**src/rtl/seg_pkg.sv**
```systemverilog
// Shared types, constants and the hex font for the seven-segment scan driver.
package seg_pkg;

    // Segment vector, ordered {g,f,e,d,c,b,a}, active-low
    typedef logic [6:0] seg_t;

    // All segments off
    localparam seg_t SEG_BLANK = 7'h7F;

    // Hex font for a common-anode display (a 0 lights the segment)
    function automatic seg_t hex2seg(input logic [3:0] nib);
        seg_t s;
        case (nib)
            4'h0:    s = 7'h40;
            4'h1:    s = 7'h79;
            4'h2:    s = 7'h24;
            4'h3:    s = 7'h30;
            4'h4:    s = 7'h19;
            4'h5:    s = 7'h12;
            4'h6:    s = 7'h02;
            4'h7:    s = 7'h78;
            4'h8:    s = 7'h00;
            4'h9:    s = 7'h10;
            4'hA:    s = 7'h08;
            4'hB:    s = 7'h03;
            4'hC:    s = 7'h46;
            4'hD:    s = 7'h21;
            4'hE:    s = 7'h06;
            default: s = 7'h0E;
        endcase
        return s;
    endfunction

endpackage

```
**src/rtl/seg_scan_driver_if.sv**
```systemverilog
// Value-load and display-pin bundle for seg_scan_driver.
// master: the result logic that loads values and reads the display pins back.
// slave:  the scan driver itself.
interface seg_scan_driver_if #(
    parameter int NUM_DIGITS = 8
);
    import seg_pkg::*;

    logic [4*NUM_DIGITS-1:0] data_i;
    logic [NUM_DIGITS-1:0]   dp_i;
    logic [NUM_DIGITS-1:0]   blank_i;
    logic                    load_i;
    logic                    pending_o;
    seg_t                    seg_o;
    logic                    dp_o;
    logic [NUM_DIGITS-1:0]   an_o;

    modport master (
        output data_i, dp_i, blank_i, load_i,
        input  pending_o, seg_o, dp_o, an_o
    );

    modport slave (
        input  data_i, dp_i, blank_i, load_i,
        output pending_o, seg_o, dp_o, an_o
    );

endinterface

```
**src/rtl/seg_hex_decode.sv**
```systemverilog
// Combinational hex-nibble to active-low segment decoder.
module seg_hex_decode
    import seg_pkg::*;
(
    input  logic [3:0] nibble,
    output seg_t       seg
);

    assign seg = hex2seg(nibble);

endmodule

```
**src/rtl/seg_scan_driver.sv**
```systemverilog
// Time-multiplexed seven-segment driver for a common-anode display.
// Optional build macro: SEG_LEADING_ZERO_BLANK_EN (suppress leading zeros).
//
// Load handshake: load_i is a single-cycle strobe that is always accepted
// (there is no ready). Outside a frame end it captures data_i/dp_i/blank_i
// into the pending buffer and pending_o goes high the next cycle; pending_o
// stays high until the next frame end commits that buffer to the display.
// A load landing on the frame-end cycle goes straight to the display.
module seg_scan_driver
    import seg_pkg::*;
#(
    parameter int NUM_DIGITS = 8,
    parameter int CLK_DIV    = 100000
) (
    input logic              clk,
    input logic              rst,
    seg_scan_driver_if.slave bus
);

    localparam int DIG_W = (NUM_DIGITS > 1) ? $clog2(NUM_DIGITS) : 1;
    localparam int PC_W  = $clog2(CLK_DIV);

    localparam logic [PC_W-1:0]       LAST_PC  = PC_W'(CLK_DIV - 1);
    localparam logic [DIG_W-1:0]      LAST_IDX = DIG_W'(NUM_DIGITS - 1);
    localparam logic [NUM_DIGITS-1:0] DIGIT0   = NUM_DIGITS'(1);

    logic [PC_W-1:0]         pcnt;
    logic [DIG_W-1:0]        idx;
    logic                    afterTick;
    logic                    tick;
    logic                    frameEnd;

    logic [4*NUM_DIGITS-1:0] pendData;
    logic [NUM_DIGITS-1:0]   pendDp;
    logic [NUM_DIGITS-1:0]   pendBlank;
    logic                    pending;

    logic [4*NUM_DIGITS-1:0] dispData;
    logic [NUM_DIGITS-1:0]   dispDp;
    logic [NUM_DIGITS-1:0]   dispBlank;

    logic [NUM_DIGITS-1:0]   effBlank;
    logic [3:0]              curNib;
    seg_t                    curSeg;

    seg_t                    segReg;
    logic                    dpReg;
    logic [NUM_DIGITS-1:0]   anReg;

    assign tick     = (pcnt == LAST_PC);
    assign frameEnd = tick && (idx == LAST_IDX);

    // Prescaler and digit index; afterTick marks the anti-ghost dead cycle
    always_ff @(posedge clk) begin
        if (rst) begin
            pcnt      <= '0;
            idx       <= '0;
            afterTick <= 1'b0;
        end else begin
            afterTick <= tick;
            if (tick) begin
                pcnt <= '0;
                idx  <= (idx == LAST_IDX) ? '0 : idx + DIG_W'(1);
            end else begin
                pcnt <= pcnt + PC_W'(1);
            end
        end
    end

    // Double buffer: loads park in pend*, commit to disp* only at frame end
    always_ff @(posedge clk) begin
        if (rst) begin
            pendData  <= '0;
            pendDp    <= '0;
            pendBlank <= '0;
            pending   <= 1'b0;
            dispData  <= '0;
            dispDp    <= '0;
            dispBlank <= '1;
        end else if (frameEnd) begin
            // A load on the boundary itself is the newest value and wins
            if (bus.load_i) begin
                dispData  <= bus.data_i;
                dispDp    <= bus.dp_i;
                dispBlank <= bus.blank_i;
            end else if (pending) begin
                dispData  <= pendData;
                dispDp    <= pendDp;
                dispBlank <= pendBlank;
            end
            pending <= 1'b0;
        end else if (bus.load_i) begin
            pendData  <= bus.data_i;
            pendDp    <= bus.dp_i;
            pendBlank <= bus.blank_i;
            pending   <= 1'b1;
        end
    end

`ifdef SEG_LEADING_ZERO_BLANK_EN
    logic zeroFromHere;

    // A digit is dark when it and every digit above it hold zero, unless its
    // decimal point is lit; digit 0 is never suppressed
    always_comb begin
        effBlank     = dispBlank;
        zeroFromHere = 1'b1;
        for (int k = NUM_DIGITS - 1; k >= 1; k--) begin
            zeroFromHere = zeroFromHere && (dispData[4*k +: 4] == 4'h0);
            if (zeroFromHere && !dispDp[k]) begin
                effBlank[k] = 1'b1;
            end
        end
    end
`else
    assign effBlank = dispBlank;
`endif

    assign curNib = dispData[{idx, 2'b00} +: 4];

    seg_hex_decode hexDecode (
        .nibble (curNib),
        .seg    (curSeg)
    );

    // Pin registers: one cycle behind idx/disp; anodes off for the dead cycle
    always_ff @(posedge clk) begin
        if (rst) begin
            segReg <= SEG_BLANK;
            dpReg  <= 1'b1;
            anReg  <= '1;
        end else begin
            anReg  <= afterTick ? '1 : ~(DIGIT0 << idx);
            segReg <= effBlank[idx] ? SEG_BLANK : curSeg;
            dpReg  <= effBlank[idx] | ~dispDp[idx];
        end
    end

    assign bus.seg_o     = segReg;
    assign bus.dp_o      = dpReg;
    assign bus.an_o      = anReg;
    assign bus.pending_o = pending;

endmodule

```
**src/flat_wrapper.sv**
```systemverilog
// flat-port wrapper written by rule: the top's interface ports become plain ports
module seg_scan_driver_flat import seg_pkg::*;
#(
    parameter int NUM_DIGITS = 8,
    parameter int CLK_DIV    = 100000
)
  (clk, rst, bus_data_i, bus_dp_i, bus_blank_i, bus_load_i, bus_pending_o, bus_seg_o, bus_dp_o, bus_an_o);
  seg_scan_driver_if #(.NUM_DIGITS(NUM_DIGITS)) bus_i ();
  input logic clk;
  input logic rst;
  input wire logic [$bits(bus_i.data_i)-1:0] bus_data_i;
  input wire logic [$bits(bus_i.dp_i)-1:0] bus_dp_i;
  input wire logic [$bits(bus_i.blank_i)-1:0] bus_blank_i;
  input wire logic [$bits(bus_i.load_i)-1:0] bus_load_i;
  output wire logic [$bits(bus_i.pending_o)-1:0] bus_pending_o;
  output wire logic [$bits(bus_i.seg_o)-1:0] bus_seg_o;
  output wire logic [$bits(bus_i.dp_o)-1:0] bus_dp_o;
  output wire logic [$bits(bus_i.an_o)-1:0] bus_an_o;
  assign bus_i.data_i = bus_data_i;
  assign bus_i.dp_i = bus_dp_i;
  assign bus_i.blank_i = bus_blank_i;
  assign bus_i.load_i = bus_load_i;
  assign bus_pending_o = bus_i.pending_o;
  assign bus_seg_o = bus_i.seg_o;
  assign bus_dp_o = bus_i.dp_o;
  assign bus_an_o = bus_i.an_o;
  seg_scan_driver #(.NUM_DIGITS(NUM_DIGITS), .CLK_DIV(CLK_DIV)) u_core (.clk(clk), .rst(rst), .bus(bus_i));
endmodule
```
**config.mk**
```make
export PLATFORM = sky130hd
export DESIGN_NAME = seg_scan_driver_flat
export DESIGN_NICKNAME = d
export VERILOG_FILES = /design/src/rtl/seg_pkg.sv /design/src/rtl/seg_scan_driver_if.sv /design/src/rtl/seg_hex_decode.sv /design/src/rtl/seg_scan_driver.sv /design/src/flat_wrapper.sv
export SDC_FILE = /design/constraint.sdc
export NUM_CORES = 1
export LEC_CHECK = 0
export ABC_AREA = 1
export CAP_MARGIN = 30
export CORE_ASPECT_RATIO = 0.8
export CORE_MARGIN = 2
export CORE_UTILIZATION = 50
export CTS_BUF_LIST = sky130_fd_sc_hd__clkbuf_4 sky130_fd_sc_hd__clkbuf_8 sky130_fd_sc_hd__clkbuf_16
export DETAILED_ROUTE_END_ITERATION = 8
export PLACE_DENSITY = 0.69
export SLEW_MARGIN = 20
export SYNTH_ARGS = -nofsm -noshare
export SYNTH_HDL_FRONTEND = slang
export SYNTH_SLANG_ARGS = --single-unit
```
**constraint.sdc**
```tcl
create_clock -name clk -period 4.85 [get_ports clk]
set_input_delay 0.97 -clock clk [delete_from_list [all_inputs] [get_ports clk]]
set_output_delay 0.97 -clock clk [all_outputs]
set_load 0.05 [all_outputs]
```
==> results.sh, run 1 <==
export IMPL_final_area_um2=8119
export IMPL_setup_viol=0
export IMPL_synth_xor_area_share_pct=0.6360
export IMPL_numPortBuffers=67
export IMPL_cts_resized=0
export IMPL_cts_hold_buf=0
export IMPL_drive_above_1_share_pct=5.894
export IMPL_grt_setup_unrepaired="false"
export IMPL_ctsRootBufferMaster="clkbuf_16"
export IMPL_die_area_um2=14730
export IMPL_ant_nets=0
export IMPL_fin_tns_setup_ns=0
export IMPL_tightestPinTransition_ns=0.8324
export IMPL_yosys_area_share_adder_pct=2.181
export IMPL_die_h_um=109.0
export IMPL_skew_ns=0.008602
export IMPL_slew_headroom_pct=44.50
export IMPL_yosys_register_bits=134
export IMPL_path_clk_slew_ns=0.06
export IMPL_grt_max_degree=83
export IMPL_cp_max_fo=82
export IMPL_min_period_ns=2.669
export IMPL_yosysTopAreaCell="dfxtp_1"
export IMPL_drtPass1Iterations=6
export IMPL_fillerInstances=1298
export IMPL_critPathLaunchType="register"
export IMPL_std_cell_rows=38
export IMPL_drv_cap=0
export IMPL_num_io_pins=68
export IMPL_synth_compound_area_share_pct=5.470
export IMPL_ir_drop_uv=263.9
export IMPL_antenna_found_initial=0
export IMPL_grt_pass1_wl_mm=24.58
export IMPL_p_leak_uw=0.003655
export IMPL_wl_mm=15.17
export IMPL_async_flop_share_pct=0
export IMPL_htree_levels=4
export IMPL_cts_made_buffers=17
export IMPL_core_area_um2=13500
export IMPL_end_kind="register"
export IMPL_worstPathArrival_ns=3.02
export IMPL_status="finished, final reports clean"
export IMPL_clock_sinks=134
export IMPL_vias=5982
export IMPL_mostFrequentLayoutCell="nand2_1"
export IMPL_cts_setup_buffers=0
export IMPL_fmax_ghz=0.3747
export IMPL_synthMuxAreaShare_pct=5.815
export IMPL_syn_area_per_cell_um2=6.927
export IMPL_dp_hpwl_mm=10.02
export IMPL_synth_edff_count=0
export IMPL_multiInputGateArea_um2=3451
export IMPL_clkLatencyLatePin_ns=0.42
export IMPL_r2r_setup_slack_ns=2.18
export IMPL_powerDensity_nw_per_um2=320.4
export IMPL_netlist_area_leader_share_pct=38.96
export IMPL_placed_cell_area_um2=7515
export IMPL_drt_iter0_markers=432
export IMPL_ys_warn_count=0
export IMPL_die_x_um=135.2
export IMPL_drc_errors=0
export IMPL_crit_type="reg2reg"
export IMPL_fin_crit_sh_pct=55.03
export IMPL_seq_area_frac_synth_pct=38.96
export IMPL_grt_overflow=0
export IMPL_grt_pass1_vias=4998
export IMPL_diodes=0
export IMPL_final_cell_mix="256 x nand2_1, 134 x dfxtp_1, 119 x nor2_1"
export IMPL_slew_viol_final=0
export IMPL_synthSimpleGateAreaFrac_pct=35.94
export IMPL_gp_congestion=0.8409
export IMPL_regArea_um2=2683
export IMPL_hold_viol_final=0
export IMPL_vias_per_cell=4.923
export IMPL_area_delta_synth_final_pct=17.92
export IMPL_ys_types=30
export IMPL_num_nets_final=1089
export IMPL_grtUsageTotal_pct=21.11
export IMPL_ys_flop_type="dfxtp_1"
export IMPL_netlist_instances=994
export IMPL_synth_cell_area_um2=6885
export IMPL_cts_tree="yes"
export IMPL_cp_required_ns=5.20
export IMPL_clk_path_buf_depth=2
export IMPL_hold_class="reg2reg"
export IMPL_routedWlPerCell_um=12.48
export IMPL_synthTopCellsByArea="dfxtp_1 39%, nand2_1 14%, nor2_1 6.5%"
export IMPL_synth_top_family_by_area="simple AND/OR/NAND/NOR gates"
export IMPL_start_util_pct=50.99
export IMPL_syn_nets=1057
power breakdown:
part	switching [uW]	leakage, uW	internal (uW)	total, uW
registers	13.3	0.00109	1130	1150
clock network	448	0.000282	806	1250
logic	107	0.00228	93.6	201
total	568	0.00365	2030	2600
cell type report:
| type | instances | share of cell area (%) |
|---|---|---|
| flip-flops and latches | 134 | 33.04 |
| clock buffers | 24 | 6.118 |
| clock inverters | 4 | 0.8938 |
| repair buffers | 76 | 9.308 |
| inverters | 116 | 5.363 |
| well taps | 180 | 2.774 |
| multi-input cells | 681 | 42.50 |
layer usage:
metal / global-route usage, % / vias to the layer above / share of wire (%) / wire (um)
met3: 4.835 / 15 / 5.0 / 764
met1: 32.54 / 2594 / 54 / 8170
li1: - / 3244 / - / -
met5: 0 / - / 0 / 0
met2: 28.46 / 129 / 40 / 6034
met4: 7.143 / 0 / 1.3 / 197
state kept, by name, indices dropped and copies added (netlist names):
| register | count |
|---|---|
| u_core.afterTick | 1 |
| u_core.bus.an_o | 8 |
| u_core.bus.dp_o | 1 |
| u_core.bus.pending_o | 1 |
| u_core.bus.seg_o | 7 |
| u_core.dispBlank | 8 |
| u_core.dispData | 32 |
| u_core.dispDp | 8 |
| u_core.idx | 3 |
| u_core.pcnt | 17 |
| u_core.pendBlank | 8 |
| u_core.pendData | 32 |
| u_core.pendDp | 8 |
Yosys cell counts (2+ instances only):
library cell  instances
mux2i_1              40
nand2_1             256
inv_1               101
nand3_1              71
nor2_1              119
inv_2                14
nor3_1               10
buf_2                20
buf_1                13
buf_6                 7
ha_1                 12
o21ai_0              17
nand3b_1             41
xnor2_1               2
nand3_2               3
buf_4                 2
clkbuf_1             21
a21oi_1              54
nand4_1              44
xor2_1                3
nor2_4                2
dfxtp_1             134
kinds of logic (layout without fill, tap and decap cells):
| logic type | Yosys count | in the layout |
|---|---|---|
| multiplexers | 40 | 40 |
| AND/OR/NAND/NOR | 550 | 550 |
| XOR/XNOR | 5 | 5 |
| adder cells (fa/ha/maj) | 12 | 12 |
| buffers and inverters | 179 | 220 |
| flip-flops | 134 | 134 |
| AO/OA/AOI/OAI | 74 | 74 |
through the flow:
step	cells	util (%)	setup WS [ns]	hold slack [ns]	power [uW]
floorplan	994	-	2.862	0.4175	1295
global placement	1185	55.65	1.828	0.4298	1368
detailed placement	1185	55.65	1.721	0.4403	1370
CTS	1213	59.87	1.699	0.4534	2620
global route	1215	60.13	1.959	0.4718	2697
finish	1215	60.13	2.181	0.4470	2601
critical path: stages (launching register included):
cell     delay [ns]
dfxtp_1        0.69
ha_1           0.29
ha_1           0.49
nand3_2        0.21
buf_4          0.40
nor2_4         0.29
nand2_1        0.09
nand3_1        0.07
worst paths after layout:
path	depth (start not counted)	startpoint	to
worst max register to register	7	u_core.idx[1]$_SDFFE_PP0P_	u_core.dispBlank[7]$_SDFFE_PP1P_
worst min register to register	1	u_core.pcnt[0]$_SDFF_PP0_	u_core.pcnt[0]$_SDFF_PP0_
worst min-delay path	1	u_core.pcnt[0]$_SDFF_PP0_	u_core.pcnt[0]$_SDFF_PP0_
worst max-delay path	7	u_core.idx[1]$_SDFFE_PP0P_	u_core.dispBlank[7]$_SDFFE_PP1P_
Note: power is estimated with default switching activity, not from simulation.
==> inputs of run 2 (changes only) <==
--- a/config.mk
+++ b/config.mk
@@ -12,7 +12,7 @@
 export CORE_UTILIZATION = 50
 export CTS_BUF_LIST = sky130_fd_sc_hd__clkbuf_4 sky130_fd_sc_hd__clkbuf_8 sky130_fd_sc_hd__clkbuf_16
 export DETAILED_ROUTE_END_ITERATION = 8
-export PLACE_DENSITY = 0.69
+export PLACE_DENSITY = 0.72
 export SLEW_MARGIN = 20
 export SYNTH_ARGS = -nofsm -noshare
 export SYNTH_HDL_FRONTEND = slang
==> constraint.sdc (replaced) <==
create_clock -name clk -period 2.33 [get_ports clk]
set_input_delay 0.466 -clock clk [delete_from_list [all_inputs] [get_ports clk]]
set_output_delay 0.466 -clock clk [all_outputs]
set_load 0.05 [all_outputs]
==> results.sh, run 2 (same netlist as run 1, synthesis figures left out) <==
export IMPL_crit_type="reg2out"
export IMPL_num_io_pins=68
export IMPL_grt_overflow=0
export IMPL_drt_iter0_markers=441
export IMPL_cts_tree="yes"
export IMPL_dp_slack_ns=0.4177
export IMPL_switching_share_pct=22.31
export IMPL_worstPathArrival_ns=1.57
export IMPL_std_cell_rows=38
export IMPL_grtUsageTotal_pct=21.92
export IMPL_area_delta_synth_final_pct=19.43
export IMPL_critPathLaunchType="register"
export IMPL_drive_above_1_share_pct=7.238
export IMPL_routedWlPerCell_um=12.52
export IMPL_vias=6149
export IMPL_setup_viol=0
export IMPL_numPortBuffers=67
export IMPL_ctsRootBufferMaster="clkbuf_16"
export IMPL_fin_tns_setup_ns=0
export IMPL_p_total_uw=5254
export IMPL_skew_ns=0.008293
export IMPL_slew_viol_final=0
export IMPL_ir_drop_uv=534.9
export IMPL_hold_class="in2reg"
export IMPL_fillerInstances=1264
export IMPL_r2r_cells=7
export IMPL_drc_errors=0
export IMPL_drv_cap=0
export IMPL_hold_viol_final=0
export IMPL_worst_hold_startpoint="bus_load_i"
export IMPL_cts_made_buffers=17
export IMPL_tightestPinTransition_ns=0.6337
export IMPL_grt_pass1_vias=5297
export IMPL_path_buf_inv=1
export IMPL_diodes=0
export IMPL_mostFrequentLayoutCell="nand2_1"
export IMPL_p_seq_share_pct=45.4
export IMPL_reg2reg_from="u_core.idx[0]$_SDFFE_PP0P_"
export IMPL_r2r_setup_slack_ns=0.40
export IMPL_rr_endpoint="u_core.dispBlank[2]$_SDFFE_PP1P_"
export IMPL_grt_pass1_wl_mm=25.76
export IMPL_hold_path_end="u_core.bus.pending_o$_SDFFE_PP0P_"
export IMPL_placedCellCount=1202
export IMPL_cp_depth=1
export IMPL_top_regs="u_core.dispData: 32 flops, u_core.pendData: 32 flops, u_core.pcnt: 17 flops"
export IMPL_clkPwrFrac_pct=46.5
export IMPL_multiInputGateArea_um2=3451
export IMPL_antenna_found_initial=0
export IMPL_grt_setup_unrepaired="false"
export IMPL_regArea_um2=2683
export IMPL_min_period_ns=2.039
export IMPL_dp_hpwl_mm=10.24
export IMPL_final_cell_mix="256 x nand2_1, 134 x dfxtp_1, 119 x nor2_1"
export IMPL_die_x_um=135.2
export IMPL_start_util_pct=50.99
export IMPL_slew_headroom_pct=57.75
export IMPL_path_delay_family="buffers and inverters"
export IMPL_ant_nets=0
export IMPL_status="finished, final reports clean"
export IMPL_cp_slowest_cell="clkdlybuf4s50_1"
export IMPL_setup_ws_ns=0.2909
export IMPL_p_leak_uw=0.003728
export IMPL_clkLatencyLatePin_ns=0.42
export IMPL_cts_resized=0
export IMPL_cp_max_fo=1
export IMPL_power_switching_uw=1172
export IMPL_cts_hold_buf=0
export IMPL_cp_slowest_stage_delay_ns=0.83
export IMPL_fin_crit_sh_pct=87.52
export IMPL_grt_max_degree=138
export IMPL_utilization_pct=60.90
export IMPL_crit_chain="clkdlybuf4s50_1"
export IMPL_cp_required_ns=1.86
export IMPL_core_area_um2=13500
export IMPL_clk_path_buf_depth=2
export IMPL_wl_mm=15.40
export IMPL_num_nets_final=1104
export IMPL_die_h_um=109.0
export IMPL_power_frac_comb_pct=8.1
export IMPL_path_clk_slew_ns=0.05
export IMPL_htree_levels=4
export IMPL_clock_sinks=134
export IMPL_powerDensity_nw_per_um2=638.9
export IMPL_vias_per_cell=4.999
export IMPL_cts_setup_buffers=0
export IMPL_final_cell_count_no_fill=1230
export IMPL_fmax_ghz=0.4904
export IMPL_whs_path_depth=3
export IMPL_internal_power_uw=4082
export IMPL_end_kind="output port"
export IMPL_die_area_um2=14730
export IMPL_gp_congestion=0.8714
export IMPL_drtPass1Iterations=5
-- run 2: worst max path at each step --
stage                     slack [ns]                          endpoint                        from
final                           0.29                          bus_dp_o  u_core.bus.dp_o$_SDFF_PP1_
after detailed placement        0.42  u_core.dispBlank[2]$_SDFFE_PP1P_  u_core.idx[0]$_SDFFE_PP0P_
after CTS                       0.25                          bus_dp_o  u_core.bus.dp_o$_SDFF_PP1_
after global placement          0.45  u_core.dispBlank[3]$_SDFFE_PP1P_  u_core.idx[0]$_SDFFE_PP0P_
after global routing            0.25                          bus_dp_o  u_core.bus.dp_o$_SDFF_PP1_
after floorplan                 0.59    u_core.bus.seg_o[0]$_SDFF_PP1_  u_core.idx[0]$_SDFFE_PP0P_
-- run 2: power by group through the flow --
stage	clock, uW	combinational (uW)	sequential, uW
after global placement	0	421	2430
after CTS	2480	425	2390
after floorplan	0	261	2440
after detailed placement	0	423	2430
final	2440	425	2390
after global routing	2580	477	2390
-- run 2: routing by layer --
layer / track usage [%] / wire, um / vias to the layer above
met3: 4.649 / 941 / 15
li1: - / - / 3263
met2: 30.60 / 6218 / 180
met1: 33.17 / 8100 / 2691
met5: 0 / 0 / -
met4: 7.292 / 142 / 0
-- run 2: metrics by stage --
stage,area [um2],hold slack (ns)
floorplan,6885,0.4175
global placement,7692,0.4308
detailed placement,7692,0.4417
CTS,8223,0.3535
global route,8223,0.4079
finish,8223,0.3619
-- run 2: layout make-up --
cell class              count  share of cell area (%)
multi-input cells         681                   41.97
repair buffers             91                   10.93
well taps                 180                   2.739
clock inverters             6                  0.6695
flip-flops and latches    134                   32.62
inverters                 116                   5.295
clock buffers              22                   5.782
